--- config.mk ---
export PLATFORM = sky130hd
export DESIGN_NAME = uart_apb_host
export DESIGN_NICKNAME = d
export VERILOG_FILES = /design/src/rtl/uart_apb_pkg.sv /design/src/rtl/uart_apb_host_xfer.sv /design/src/rtl/uart_apb_host.sv
export SDC_FILE = /design/constraint.sdc
export NUM_CORES = 1
export LEC_CHECK = 0
export ABC_AREA = 1
export CORE_UTILIZATION = 45
export DETAILED_ROUTE_END_ITERATION = 8
export PLACE_DENSITY_LB_ADDON = 0.12
export SLEW_MARGIN = 15
export SYNTH_ARGS = -nofsm -noshare
export SYNTH_HDL_FRONTEND = slang
export SYNTH_HIERARCHICAL = 1
export SYNTH_SLANG_ARGS = --single-unit
--- constraint.sdc ---
create_clock -name PCLK -period 2.5 [get_ports PCLK]
set_input_delay 0.5 -clock PCLK [delete_from_list [all_inputs] [get_ports PCLK]]
set_output_delay 0.5 -clock PCLK [all_outputs]
set_load 0.02 [all_outputs]
--- src/rtl/uart_apb_pkg.sv ---
// Shared definitions for the UART APB host: register map, status bits,
// error bit indices and the state encodings of host and transfer engine.
package uart_apb_pkg;

  localparam logic [7:0] BAUD_OFS   = 8'h00;
  localparam logic [7:0] CTRL_OFS   = 8'h04;
  localparam logic [7:0] STATUS_OFS = 8'h08;
  localparam logic [7:0] TXDATA_OFS = 8'h0C;
  localparam logic [7:0] RXDATA_OFS = 8'h10;

  localparam int unsigned STAT_TXFULL  = 0;
  localparam int unsigned STAT_RXEMPTY = 3;

  localparam int unsigned ERR_SLVERR  = 0;
  localparam int unsigned ERR_TIMEOUT = 1;

  // Arbitration memory: which side won the last RX/TX grant
  localparam logic GRANT_RX = 1'b0;
  localparam logic GRANT_TX = 1'b1;

  typedef enum logic [2:0] {
    ST_IDLE,
    ST_CFG_BAUD,
    ST_CFG_CTRL,
    ST_POLL,
    ST_RD_RX,
    ST_WR_TX,
    ST_GAP
  } host_state_t;

  typedef enum logic [1:0] {
    PH_IDLE,
    PH_SETUP,
    PH_ACCESS
  } xfer_phase_t;

  // Zero-extend a byte into a 32-bit register word
  function automatic logic [31:0] byte_word(input logic [7:0] b);
    return {24'd0, b};
  endfunction

endpackage

--- src/rtl/uart_apb_host_xfer.sv ---
// Single APB transfer engine: SETUP/ACCESS sequencing with an ACCESS-phase
// timeout. Completion flags are combinational on the completion cycle.
module apb_master_xfer
  import uart_apb_pkg::*;
#(
  parameter int ADDR_WIDTH = 32,
  parameter int DATAW      = 32,
  parameter int TIMEOUT    = 16
) (
  input  logic                  PCLK,
  input  logic                  PRSTn,
  input  logic                  i_req,
  input  logic                  i_wr,
  input  logic [ADDR_WIDTH-1:0] i_addr,
  input  logic [DATAW-1:0]      i_wdata,
  input  logic [DATAW-1:0]      i_prdata,
  input  logic                  i_pready,
  input  logic                  i_pslverr,
  output logic                  o_psel,
  output logic                  o_penable,
  output logic                  o_pwrite,
  output logic [ADDR_WIDTH-1:0] o_paddr,
  output logic [DATAW-1:0]      o_pwdata,
  output logic                  o_done,
  output logic                  o_fail,
  output logic                  o_slverr,
  output logic [DATAW-1:0]      o_rdata
);

  localparam int TW = $clog2(TIMEOUT + 1);
  localparam logic [TW-1:0] TMO_LAST = TW'(TIMEOUT - 1);

  xfer_phase_t           r_phase;
  logic                  r_psel;
  logic                  r_penable;
  logic                  r_pwrite;
  logic [ADDR_WIDTH-1:0] r_paddr;
  logic [DATAW-1:0]      r_pwdata;
  logic [TW-1:0]         r_timer;
  logic                  w_access;
  logic                  w_tmo;

  assign w_access = (r_phase == PH_ACCESS);
  // Timer counts ACCESS cycles from 0, so the last allowed cycle is TIMEOUT-1
  assign w_tmo    = w_access && !i_pready && (r_timer == TMO_LAST);

  assign o_done    = w_access && i_pready;
  assign o_fail    = w_tmo;
  assign o_slverr  = w_access && i_pready && i_pslverr;
  assign o_rdata   = i_prdata;
  assign o_psel    = r_psel;
  assign o_penable = r_penable;
  assign o_pwrite  = r_pwrite;
  assign o_paddr   = r_paddr;
  assign o_pwdata  = r_pwdata;

  // Transfer phase sequencing; address/data/direction latched at SETUP
  always_ff @(posedge PCLK or negedge PRSTn) begin
    if (!PRSTn) begin
      r_phase   <= PH_IDLE;
      r_psel    <= 1'b0;
      r_penable <= 1'b0;
      r_pwrite  <= 1'b0;
      r_paddr   <= '0;
      r_pwdata  <= '0;
      r_timer   <= '0;
    end else begin
      unique case (r_phase)
        PH_IDLE: begin
          if (i_req) begin
            r_phase  <= PH_SETUP;
            r_psel   <= 1'b1;
            r_pwrite <= i_wr;
            r_paddr  <= i_addr;
            r_pwdata <= i_wdata;
          end
        end
        PH_SETUP: begin
          r_phase   <= PH_ACCESS;
          r_penable <= 1'b1;
          r_timer   <= '0;
        end
        PH_ACCESS: begin
          if (i_pready || w_tmo) begin
            r_phase   <= PH_IDLE;
            r_psel    <= 1'b0;
            r_penable <= 1'b0;
          end else begin
            r_timer <= r_timer + 1'b1;
          end
        end
        default: begin
          r_phase   <= PH_IDLE;
          r_psel    <= 1'b0;
          r_penable <= 1'b0;
        end
      endcase
    end
  end

endmodule

--- src/rtl/uart_apb_host.sv ---
// APB initiator for the UART peripheral: configures BAUD/CTRL, then polls
// STATUS and moves bytes between the byte streams and TXDATA/RXDATA.
module uart_apb_host
  import uart_apb_pkg::*;
#(
  parameter int                    ADDR_WIDTH = 32,
  parameter int                    APB_DATAW  = 32,
  parameter logic [ADDR_WIDTH-1:0] BASE_ADDR  = '0,
  parameter int                    TIMEOUT    = 16,
  parameter int                    POLL_GAP   = 4
) (
  input  logic                  PCLK,
  input  logic                  PRSTn,
  output logic                  PSEL,
  output logic                  PENABLE,
  output logic                  PWRITE,
  output logic [ADDR_WIDTH-1:0] PADDR,
  output logic [APB_DATAW-1:0]  PWDATA,
  input  logic [APB_DATAW-1:0]  PRDATA,
  input  logic                  PREADY,
  input  logic                  PSLVERR,
  input  logic                  cfg_start,
  input  logic [31:0]           cfg_ctrl,
  input  logic [7:0]            cfg_baud,
  input  logic [7:0]            tx_byte,
  input  logic                  tx_valid,
  output logic                  tx_ready,
  output logic [7:0]            rx_byte,
  output logic                  rx_valid,
  input  logic                  rx_ready,
  output logic                  busy,
  output logic [1:0]            err,
  input  logic                  err_clr
);

  localparam int GW = (POLL_GAP > 1) ? $clog2(POLL_GAP) : 1;
  localparam logic [GW-1:0] GAP_LOAD = GW'(POLL_GAP - 1);

  host_state_t           r_state;
  logic [7:0]            r_cfg_baud;
  logic [31:0]           r_cfg_ctrl;
  logic                  r_last_grant;
  logic [GW-1:0]         r_gap_cnt;
  logic [7:0]            r_rx_byte;
  logic                  r_rx_valid;
  logic [1:0]            r_err;

  logic                  w_req;
  logic                  w_wr;
  logic [ADDR_WIDTH-1:0] w_addr;
  logic [APB_DATAW-1:0]  w_wdata;
  logic                  w_done;
  logic                  w_fail;
  logic                  w_slverr;
  logic [APB_DATAW-1:0]  w_rdata;
  logic                  w_end;
  logic                  w_bad;
  logic                  w_rx_q;
  logic                  w_tx_q;
  logic                  w_pick_rx;
  logic                  w_pick_tx;
  logic [1:0]            w_err_set;
  logic                  w_unused_rdata;

  apb_master_xfer #(
    .ADDR_WIDTH (ADDR_WIDTH),
    .DATAW      (APB_DATAW),
    .TIMEOUT    (TIMEOUT)
  ) u_xfer (
    .PCLK      (PCLK),
    .PRSTn     (PRSTn),
    .i_req     (w_req),
    .i_wr      (w_wr),
    .i_addr    (w_addr),
    .i_wdata   (w_wdata),
    .i_prdata  (PRDATA),
    .i_pready  (PREADY),
    .i_pslverr (PSLVERR),
    .o_psel    (PSEL),
    .o_penable (PENABLE),
    .o_pwrite  (PWRITE),
    .o_paddr   (PADDR),
    .o_pwdata  (PWDATA),
    .o_done    (w_done),
    .o_fail    (w_fail),
    .o_slverr  (w_slverr),
    .o_rdata   (w_rdata)
  );

  assign w_end          = w_done || w_fail;
  assign w_bad          = w_fail || w_slverr;
  assign w_rx_q         = !w_rdata[STAT_RXEMPTY] && !r_rx_valid;
  assign w_tx_q         = tx_valid && !w_rdata[STAT_TXFULL];
  assign w_unused_rdata = ^w_rdata[APB_DATAW-1:8];

  // RX wins when it qualifies alone or when TX had the previous grant
  assign w_pick_rx = w_rx_q && (!w_tx_q || (r_last_grant == GRANT_TX));
  assign w_pick_tx = w_tx_q && !w_pick_rx;

  assign tx_ready = (r_state == ST_WR_TX) && w_done;
  assign busy     = (r_state != ST_IDLE);
  assign rx_byte  = r_rx_byte;
  assign rx_valid = r_rx_valid;
  assign err      = r_err;

  // Transfer request decode per state
  always_comb begin
    w_req   = 1'b0;
    w_wr    = 1'b0;
    w_addr  = BASE_ADDR;
    w_wdata = '0;
    case (r_state)
      ST_CFG_BAUD: begin
        w_req   = 1'b1;
        w_wr    = 1'b1;
        w_addr  = BASE_ADDR + ADDR_WIDTH'(BAUD_OFS);
        w_wdata = APB_DATAW'(byte_word(r_cfg_baud));
      end
      ST_CFG_CTRL: begin
        w_req   = 1'b1;
        w_wr    = 1'b1;
        w_addr  = BASE_ADDR + ADDR_WIDTH'(CTRL_OFS);
        w_wdata = APB_DATAW'(r_cfg_ctrl);
      end
      ST_POLL: begin
        w_req  = 1'b1;
        w_addr = BASE_ADDR + ADDR_WIDTH'(STATUS_OFS);
      end
      ST_RD_RX: begin
        w_req  = 1'b1;
        w_addr = BASE_ADDR + ADDR_WIDTH'(RXDATA_OFS);
      end
      ST_WR_TX: begin
        w_req   = 1'b1;
        w_wr    = 1'b1;
        w_addr  = BASE_ADDR + ADDR_WIDTH'(TXDATA_OFS);
        w_wdata = APB_DATAW'(byte_word(tx_byte));
      end
      default: ;
    endcase
  end

  // Sequencer: config, poll, dispatch, RX buffer and gap timing
  always_ff @(posedge PCLK or negedge PRSTn) begin
    if (!PRSTn) begin
      r_state      <= ST_IDLE;
      r_cfg_baud   <= '0;
      r_cfg_ctrl   <= '0;
      r_last_grant <= GRANT_TX;
      r_gap_cnt    <= '0;
      r_rx_byte    <= '0;
      r_rx_valid   <= 1'b0;
    end else begin
      if (r_rx_valid && rx_ready) r_rx_valid <= 1'b0;
      case (r_state)
        ST_IDLE: begin
          if (cfg_start) begin
            r_cfg_baud <= cfg_baud;
            r_cfg_ctrl <= cfg_ctrl;
            r_state    <= ST_CFG_BAUD;
          end
        end
        ST_CFG_BAUD: begin
          if (w_end) r_state <= w_bad ? ST_IDLE : ST_CFG_CTRL;
        end
        ST_CFG_CTRL: begin
          if (w_end) begin
            r_state      <= w_bad ? ST_IDLE : ST_POLL;
            r_last_grant <= GRANT_TX;
          end
        end
        ST_POLL: begin
          if (w_end) begin
            if (!w_bad && w_pick_rx) begin
              r_state      <= ST_RD_RX;
              r_last_grant <= GRANT_RX;
            end else if (!w_bad && w_pick_tx) begin
              r_state      <= ST_WR_TX;
              r_last_grant <= GRANT_TX;
            end else begin
              r_state   <= ST_GAP;
              r_gap_cnt <= GAP_LOAD;
            end
          end
        end
        ST_RD_RX: begin
          if (w_end) begin
            if (!w_bad) begin
              r_rx_byte  <= w_rdata[7:0];
              r_rx_valid <= 1'b1;
            end
            r_state <= ST_POLL;
          end
        end
        ST_WR_TX: begin
          if (w_end) r_state <= ST_POLL;
        end
        ST_GAP: begin
          if (r_gap_cnt == '0) r_state <= ST_POLL;
          else r_gap_cnt <= r_gap_cnt - 1'b1;
        end
        default: r_state <= ST_IDLE;
      endcase
    end
  end

  // Error bits to raise this cycle
  always_comb begin
    w_err_set              = '0;
    w_err_set[ERR_SLVERR]  = w_slverr;
    w_err_set[ERR_TIMEOUT] = w_fail;
  end

  // Sticky error register; a new error wins over a simultaneous clear
  always_ff @(posedge PCLK or negedge PRSTn) begin
    if (!PRSTn) r_err <= '0;
    else        r_err <= (err_clr ? 2'b00 : r_err) | w_err_set;
  end

endmodule

==> results.md <==
* Run status: completed
* Routed vias/inst at 4.63
* DR vias at 4745
* Area delta synth->final at 39.1%
* Die area at 13300 um2
* Highest Clock Rate at 0.419 GHz
* Worst-Margin Slew at 0.716 ns
* Core Region at 12600 um2
* Flop pwr share at 0.333
* Hold buffer count at cts at 0
* DP HPWL at 8730 um
* Fillers at 1107
* IO buf count at 143
* Num CTS Buffers at 17
* Largest net degree at the start of global routing at 67
* Pre-antenna DRT Iters at 4
* Max H-tree Level at 4
* Cell total after placement at 992
* Pwr Total at 10.8 mW
* Pwr Density at 1340 nW/um2
* Combinational power share at 0.424
* Final hold vios at 0
* Root buffer cell: clkbuf_16
* Worst Hold Margin at 0.0712 ns
* Grt total ovfl at 0
* TNS Setup at 0 ns
* Syn avg cell area at 8.56 um2
* Residual DRC count at 0
* Most common cell after layout, fill and taps aside: nand2_1
* Worst-Skew Late Latency at 0.41 ns
* Number of setup buffers added after CTS at 0
* DRT antenna net count at 0
* Drt wl/cell at 12.7 um
* CP startpoint kind: register
* Final Wtd Congestion at 0.923
* Die X at 115 um
* Fin cells at 1024
* Final #Nets at 930
* Dpl ws at 0.0384 ns
* CP Class: reg2out
* Die Ht at 115 um
* Clock share of power at 0.242
* Cell-internal power at 6.66 mW
* # rows at 41
* Syn. warnings at 6
* Final setup fails at 0
* CTS tree: yes
* Final wirelength at 13000 um
* Drt initial violations at 293
* Sw Share at 0.381
* Synth Instances at 675
* Max-slew violations at 0
* Max-cap viol count at 0
* Clock sink total at 131
* Final Skew at 0.00390 ns
* RSZ-0062 raised after global routing: false
* Final worst path period need at 2.38 ns
* Worst Path Arrival at 1.88 ns
* I/O Pins at 168
* Layout cell share with drive strength beyond 1 at 0.0810
* Worst-path clk slew at 0.06 ns
* Slew margin rel. at 0.522
* Psw at 4.09 mW
* CP max FO at 9
* Leak at 3.99 nW
* Worst vdd ir at 0.501 mV
* Crit. End Element: output port
* Vias in the first global route at 4680
* Most frequent cells in the layout: nand2_1 (285), clkdlybuf4s50_1 (141), dfrtp_1 (129), inv_1 (62), o21ai_0 (50)
* Initial antenna violation count at 0
* Clock Path Buffers at 2
* Critical path data required time at 2.00 ns
* Setup slack after layout at 0.116 ns
* Diode count at 0
* Mapped cell area at 5780 um2
* First-pass GRT wire length at 22200 um
* GRT Resource Usage Total at 0.218
* Final Cycle Share at 0.954
* Initial core utilization at 0.460
* Min-delay worst type: in2async
==> per-layer routing <==
| layer | up-vias | part of all wire | global-route usage | wire, um |
|---|---|---|---|---|
| li1 | 2366 | - | - | - |
| met1 | 2194 | 0.45 | 0.289 | 5830 |
| met2 | 155 | 0.46 | 0.331 | 5960 |
| met3 | 30 | 0.062 | 0.0564 | 808 |
| met4 | 0 | 0.029 | 0.110 | 370 |
| met5 | - | 0 | 0 | 0 |
==> registers in the layout (all words and copies together), names as in the netlist, 2 cells and up <==
register,count
r_gap_cnt,2
rx_byte,8
r_state,3
u_xfer/o_pwdata,32
u_xfer/r_timer,5
u_xfer/o_paddr,32
r_cfg_baud,8
err,2
u_xfer/r_phase,2
r_cfg_ctrl,32
==> worst paths after layout <==
| kind | from | to | slack, ns | cells past startpoint |
|---|---|---|---|---|
| max | r_state[1]$_DFFE_PN0P_ | busy | 0.12 | 3 |
| min | PRSTn | u_xfer/r_timer[4]$_DFFE_PN0P_ | 0.07 | 1 |
| max reg2reg | u_xfer/r_timer[0]$_DFFE_PN0P_ | rx_byte[6]$_DFFE_PN0P_ | 0.33 | 9 |
| min reg2reg | r_last_grant$_DFFE_PN1P_ | r_last_grant$_DFFE_PN1P_ | 0.46 | 2 |
| max in group asynchronous | PRSTn | u_xfer/o_pwdata[21]$_DFFE_PN0P_ | 1.82 | 2 |
| min in group PCLK | r_last_grant$_DFFE_PN1P_ | r_last_grant$_DFFE_PN1P_ | 0.46 | 2 |
==> power groups by stage <==
stage / combinational [mW] / sequential, mW / clock [mW]
5_1_grt: 5.12 / 3.69 / 2.76
4_1_cts: 4.60 / 3.59 / 2.66
6_report: 4.56 / 3.58 / 2.61
3_5_place_dp: 4.57 / 3.61 / 0
3_3_place_gp: 4.47 / 3.57 / 0
2_1_floorplan: 2.33 / 4.14 / 0
==> critical path: stages, from the launching register on <==
cell,delay [ns]
dfrtp_1,0.60
nor2_2,0.11
nand2_4,0.13
clkdlybuf4s50_1,0.62
==> area by class of cell <==
cell class                      count  area (um2)  area share
Tap cell                          172         215      0.0268
Inverter                           66         248      0.0308
Timing Repair Buffer              155        1550       0.193
Clock inverter                      8         121      0.0151
Multi-Input combinational cell    468        2100       0.262
Sequential cell                   131        3280       0.408
Clock buffer                       24         512      0.0637
==> per-stage QoR <==
stage                util  area, um2
floorplan               -       5880
finish              0.639       8030
global route        0.639       8030
detailed placement  0.588       7390
CTS                 0.638       8020
global placement    0.588       7390
==> timing repair <==
action / in CTS / in global routing
endpoints found under the setup margin: 1 / 4
gates resized for setup: 1 / 2
hold endpoints to repair: 0 / 0
Power figures use the tool's default switching activity.
